$ cat src/rtl/key_pkg.sv
// Shared definitions for the stopwatch key path: FSM encoding and default hold timings.
package key_pkg;

    typedef enum logic [1:0] {
        ST_IDLE    = 2'd0,
        ST_PRESSED = 2'd1,
        ST_REPEAT  = 2'd2
    } key_state_e;

    // 1 s long-press threshold and 200 ms repeat period at 50 MHz.
    localparam int unsigned DEFAULT_LONG_CYCLES   = 50_000_000;
    localparam int unsigned DEFAULT_REPEAT_CYCLES = 10_000_000;

    function automatic int unsigned max_u(input int unsigned a, input int unsigned b);
        return (a > b) ? a : b;
    endfunction

endpackage

$ cat src/rtl/sync_2ff.sv
// Two-flop synchroniser for a single asynchronous level, with a selectable reset level.
module sync_2ff #(
    parameter logic RESET_VAL = 1'b0
) (
    input  logic clk,
    input  logic rst_n,
    input  logic d_i,
    output logic q_o
);

    logic meta_q;
    logic sync_q;

    always_ff @(posedge clk or negedge rst_n) begin
        if (!rst_n) begin
            meta_q <= RESET_VAL;
            sync_q <= RESET_VAL;
        end else begin
            meta_q <= d_i;
            sync_q <= meta_q;
        end
    end

    assign q_o = sync_q;

endmodule

$ cat src/rtl/key_event.sv
// Turns a debounced key level into registered press/release/short/long/repeat pulses.
module key_event
    import key_pkg::*;
#(
    parameter bit          ACTIVE_LOW    = 1'b1,
    parameter int unsigned LONG_CYCLES   = DEFAULT_LONG_CYCLES,
    parameter int unsigned REPEAT_CYCLES = DEFAULT_REPEAT_CYCLES
) (
    input  logic clk,
    input  logic rst_n,
    input  logic key_in,
    output logic key_held,
    output logic press_pulse,
    output logic release_pulse,
    output logic short_pulse,
    output logic long_pulse,
    output logic repeat_pulse
);

    localparam int unsigned CNT_W = $clog2(max_u(LONG_CYCLES, REPEAT_CYCLES));
    localparam logic [CNT_W-1:0] LONG_LAST   = CNT_W'(LONG_CYCLES - 1);
    localparam logic [CNT_W-1:0] REPEAT_LAST = CNT_W'(REPEAT_CYCLES - 1);
    localparam logic [CNT_W-1:0] CNT_ONE     = CNT_W'(1);

    generate
        if (LONG_CYCLES < 2) begin : g_bad_long
            $error("key_event: LONG_CYCLES must be at least 2");
        end
        if (REPEAT_CYCLES < 2) begin : g_bad_repeat
            $error("key_event: REPEAT_CYCLES must be at least 2");
        end
    endgenerate

    logic sync_level;
    logic p;

    // Reset the synchroniser to the released level so reset never looks like a press.
    sync_2ff #(
        .RESET_VAL (ACTIVE_LOW)
    ) u_sync (
        .clk   (clk),
        .rst_n (rst_n),
        .d_i   (key_in),
        .q_o   (sync_level)
    );

    assign p = sync_level ^ ACTIVE_LOW;

    key_state_e       state_q, state_d;
    logic [CNT_W-1:0] cnt_q, cnt_d;
    logic             held_q, held_d;
    logic             press_q, press_d;
    logic             release_q, release_d;
    logic             short_q, short_d;
    logic             long_q, long_d;
    logic             repeat_q, repeat_d;

    always_comb begin
        state_d   = state_q;
        cnt_d     = cnt_q;
        press_d   = 1'b0;
        release_d = 1'b0;
        short_d   = 1'b0;
        long_d    = 1'b0;
        repeat_d  = 1'b0;

        case (state_q)
            ST_IDLE: begin
                if (p) begin
                    state_d = ST_PRESSED;
                    cnt_d   = '0;
                    press_d = 1'b1;
                end
            end
            ST_PRESSED: begin
                // A release on the threshold edge wins: it is reported as short.
                if (!p) begin
                    state_d   = ST_IDLE;
                    cnt_d     = '0;
                    release_d = 1'b1;
                    short_d   = 1'b1;
                end else if (cnt_q == LONG_LAST) begin
                    state_d = ST_REPEAT;
                    cnt_d   = '0;
                    long_d  = 1'b1;
                end else begin
                    cnt_d = cnt_q + CNT_ONE;
                end
            end
            ST_REPEAT: begin
                if (!p) begin
                    state_d   = ST_IDLE;
                    cnt_d     = '0;
                    release_d = 1'b1;
                end else if (cnt_q == REPEAT_LAST) begin
                    cnt_d    = '0;
                    repeat_d = 1'b1;
                end else begin
                    cnt_d = cnt_q + CNT_ONE;
                end
            end
            default: begin
                state_d = ST_IDLE;
                cnt_d   = '0;
            end
        endcase

        held_d = (state_d != ST_IDLE);
    end

    always_ff @(posedge clk or negedge rst_n) begin
        if (!rst_n) begin
            state_q   <= ST_IDLE;
            cnt_q     <= '0;
            held_q    <= 1'b0;
            press_q   <= 1'b0;
            release_q <= 1'b0;
            short_q   <= 1'b0;
            long_q    <= 1'b0;
            repeat_q  <= 1'b0;
        end else begin
            state_q   <= state_d;
            cnt_q     <= cnt_d;
            held_q    <= held_d;
            press_q   <= press_d;
            release_q <= release_d;
            short_q   <= short_d;
            long_q    <= long_d;
            repeat_q  <= repeat_d;
        end
    end

    assign key_held      = held_q;
    assign press_pulse   = press_q;
    assign release_pulse = release_q;
    assign short_pulse   = short_q;
    assign long_pulse    = long_q;
    assign repeat_pulse  = repeat_q;

endmodule

$ cat config.mk
export PLATFORM = sky130hd
export DESIGN_NAME = key_event
export DESIGN_NICKNAME = d
export VERILOG_FILES = /design/src/rtl/key_pkg.sv /design/src/rtl/sync_2ff.sv /design/src/rtl/key_event.sv
export SDC_FILE = /design/constraint.sdc
export NUM_CORES = 1
export LEC_CHECK = 0
export ABC_AREA = 1
export CORE_ASPECT_RATIO = 1.5
export CORE_MARGIN = 1
export CORE_UTILIZATION = 63
export DETAILED_ROUTE_END_ITERATION = 12
export DONT_BUFFER_PORTS = 1
export MAX_ROUTING_LAYER = met4
export PLACE_DENSITY = 0.79
export SYNTH_ARGS = -nofsm -noshare
export SYNTH_HDL_FRONTEND = slang
export SYNTH_SLANG_ARGS = --single-unit
$ cat constraint.sdc
create_clock -name clk -period 2.05 [get_ports clk]
set_input_delay 0 -clock clk [delete_from_list [all_inputs] [get_ports clk]]
set_output_delay 0 -clock clk [all_outputs]
set_load 0.005 [all_outputs]
==> flow_summary.ini <==
[placement]
port-buffer-count = 0
place_ws_ns = 0.2450
gp_congestion = 0.9990
dp_hpwl_um = 4494

[floorplan]
core_area_mm2 = 0.003682
die_x_um = 52.88
die-area_mm2 = 0.004141
initial_core_util_pct = 66.43
num_io_pins = 9
die_height_um = 78.32
rows = 27

[timing]
fin_skew_ns = 0.004217
maxSlewHeadroom_pct = 71.04
holdWs_ns = 0.1525
setup_tns_ns = 0
slew_viol_final = 0
setup_ws_ns = 0.2270
hold_viol_final = 0
tightest_slew_ns = 0.4338
rsz0062_at_grt = false
finalSetupViolations = 0
post-route-period-util_pct = 88.93
post-route-min-period_ns = 1.823
max_freq_mhz = 548.5

[pwr]
p_leak_nw = 1.250
swShare_pct = 35.15
seqPwrFrac_pct = 45.4
power_mw = 1.747
p_per_area_mw_per_mm2 = 670.0
p_int_mw = 1.133
ir_drop_mv = 0.7303
clockPowerShare_pct = 30.1
comb_power_share_pct = 24.5
switchingPower_mw = 0.6141

[drt]
drtAntennaViolNets = 0
wire_per_inst_um = 14.96
drt-total-wl_um = 6043
drc = 0
vias = 2245
dr.pass1.iters = 5
drt-initial-drc-count = 95
viasPerCell = 5.557

[clocking]
clk_pin_slew_worst_paths_ns = 0.07
numCtsBuffers = 5
ctsLongestPathBuffers = 2
cts_resized = 0
cts_sinks = 36
insertion_delay_ns = 0.29
cts.htree.levels = 2
cts_setup_buffers = 0
cts_root_buffer = clkbuf_8
holdBufCountCts = 3
cts_tree = done

[global_route]
grt.total_usage_pct = 35.84
grt_max_degree = 37
grt_first_pass_wirelength_um = 10440
grt-ovfl-total = 0
antenna_found_initial = 0
grt_pass1_vias = 2334

[critical_path]
critical_path.cell_chain = ha_1 > nand3_4 > nor2_4 > nand3_1 > nor2_1 > nor2_1 > nor2_1 > nand3_1 > nand2_1
r2r-start = cnt_q[0]
crit_required_ns = 2.28
startpoint = cnt_q[0]
critPathMostFrequentCell = nor2_1
ff2ff_path_depth = 9
critical_path_arrival_ns = 2.06
crit_family = simple AND/OR/NAND/NOR gates
critical_path_buf_inv_count = 0
cp_num_cells = 9
r2r_end = cnt_q[20]
worstPathMaxFanout = 7
worstSetupPathType = register to register
crit_slowest_cell = dfrtp_1
cp-endpoint = cnt_q[20]
max_stage_delay_ns = 0.42
regToRegSetupSlack_ns = 0.23
cp-start-kind = register
cp-end-kind = register

[synth]
yosys_most_used_dff = dfrtp_1
seq_area_frac_synth_pct = 36.93
synthSimpleGateAreaFrac_pct = 45.32
ys_warn_count = 0
synth_edf_count = 0
synth_async_sr_flop_share_pct = 100.0
avgSynthCellArea_um2 = 6.890
synthAdderAreaFrac_pct = 2.558
synth_area_mm2 = 0.002446
ys_ff_latch = 36
synthMuxAreaShare_pct = 0
syn_inst = 355
synth_compound_area_share_pct = 2.302
synth_top_family_by_area = simple AND/OR/NAND/NOR gates
synth-xor-area-share_pct = 4.297
syn_nets = 363
ys_types = 28

[layout]
fillers = 326
area_growth_pct = 6.598
n_antenna_cell = 0
final_layout_size_suffix_gt1_share_pct = 13.30
fin_nets = 368

[run]
cap_violations = 0

[outcome]
outcome = completed

[worst_hold_path]
hp-class = input pin to async pin
[logic make-up after synthesis]
kind of cell	after synthesis
buffers and inverters	50
AO/OA/AOI/OAI	11
adder cells (fa/ha/maj)	5
XOR/XNOR	12
AND/OR/NAND/NOR	241
flip-flops	36
[power by group through the flow]
| stage | combinational [mW] | sequential, mW | clock, mW |
|---|---|---|---|
| global route | 0.477 | 0.811 | 0.565 |
| finish | 0.428 | 0.794 | 0.526 |
| floorplan | 0.329 | 0.798 | 0 |
| CTS | 0.426 | 0.795 | 0.537 |
| global placement | 0.384 | 0.803 | 0 |
| detailed placement | 0.402 | 0.809 | 0 |
[per-layer routing]
layer  GRT usage (%)  wire length (um)
met4           22.89               332
met1           38.47              2226
met3           7.171               252
met5               -                 0
met2           58.10              3231
[through the flow]
stage	std cells	cell area, um2	util [%]
2_1_floorplan	355	2446	-
3_3_place_gp	393	2475	67.21
3_5_place_dp	393	2475	67.21
4_1_cts	404	2608	70.81
5_1_grt	404	2608	70.81
6_report	404	2608	70.81
[registers in the layout, indices dropped and copies added (netlist names)]
name / flops
cnt_q: 26
state_q: 2
key_held: 1
long_pulse: 1
press_pulse: 1
release_pulse: 1
repeat_pulse: 1
short_pulse: 1
u_sync.meta_q: 1
u_sync.q_o: 1
[placed cells by master, fill, tap and decap left out, types with 2 or more instances in the layout]
cell type | Yosys | layout
clkinv_2 | 1 | 3
xnor2_1 | 2 | 2
buf_4 | 0 | 4
nand3_2 | 12 | 12
dfrtp_1 | 34 | 34
nor2_4 | 3 | 3
nand2_1 | 120 | 120
nor3_1 | 6 | 6
inv_1 | 35 | 35
nand3_1 | 29 | 29
o21ai_1 | 2 | 2
nand2_2 | 5 | 5
inv_2 | 5 | 5
dfstp_2 | 2 | 2
dlygate4sd3_1 | 0 | 2
xor2_1 | 10 | 10
nand4_1 | 4 | 4
a21oi_1 | 7 | 7
nor2_2 | 5 | 5
ha_1 | 5 | 5
nor2_1 | 53 | 53
clkbuf_8 | 0 | 6
[synthesized netlist by cell type, types with 2 or more instances]
library cell  count  area, um2
dfstp_2           2      52.55
a21oi_1           7      35.03
nand3_2          12      120.1
nor2_1           53      198.9
dfrtp_1          34      850.8
inv_1            35      131.4
o21ai_1           2      10.01
nor2_2            5      31.28
xor2_1           10      87.58
inv_2             5      18.77
nand4_1           4      25.02
nand3_1          29      145.1
nand2_1         120      450.4
nor3_1            6      30.03
xnor2_1           2      17.52
buf_6             2      22.52
nor2_4            3      33.78
ha_1              5      62.56
nand2_2           5      31.28
buf_2             5      25.02
clkbuf_1          2      7.510
[layout make-up]
type	instances	area [um2]	area share, %
clock buffer	6	82.58	3.167
tap	43	53.80	2.063
multi-input combinational	269	1333	51.10
clock inverter	2	10.01	0.3839
inverter	41	155.1	5.950
sequential	36	903.4	34.64
timing repair buffer	7	70.07	2.687
[worst min-delay path by stage]
stage	cells after the start	endpoint	startpoint	slack (ns)
floorplan	0	cnt_q[0]	rst_n	-0.30
global placement	0	long_pulse	rst_n	-0.29
detailed placement	0	long_pulse	rst_n	-0.29
CTS	2	cnt_q[3]	rst_n	0.18
global route	2	long_pulse	rst_n	0.17
finish	2	cnt_q[12]	rst_n	0.15
Note: power is estimated with default switching activity, not from simulation.
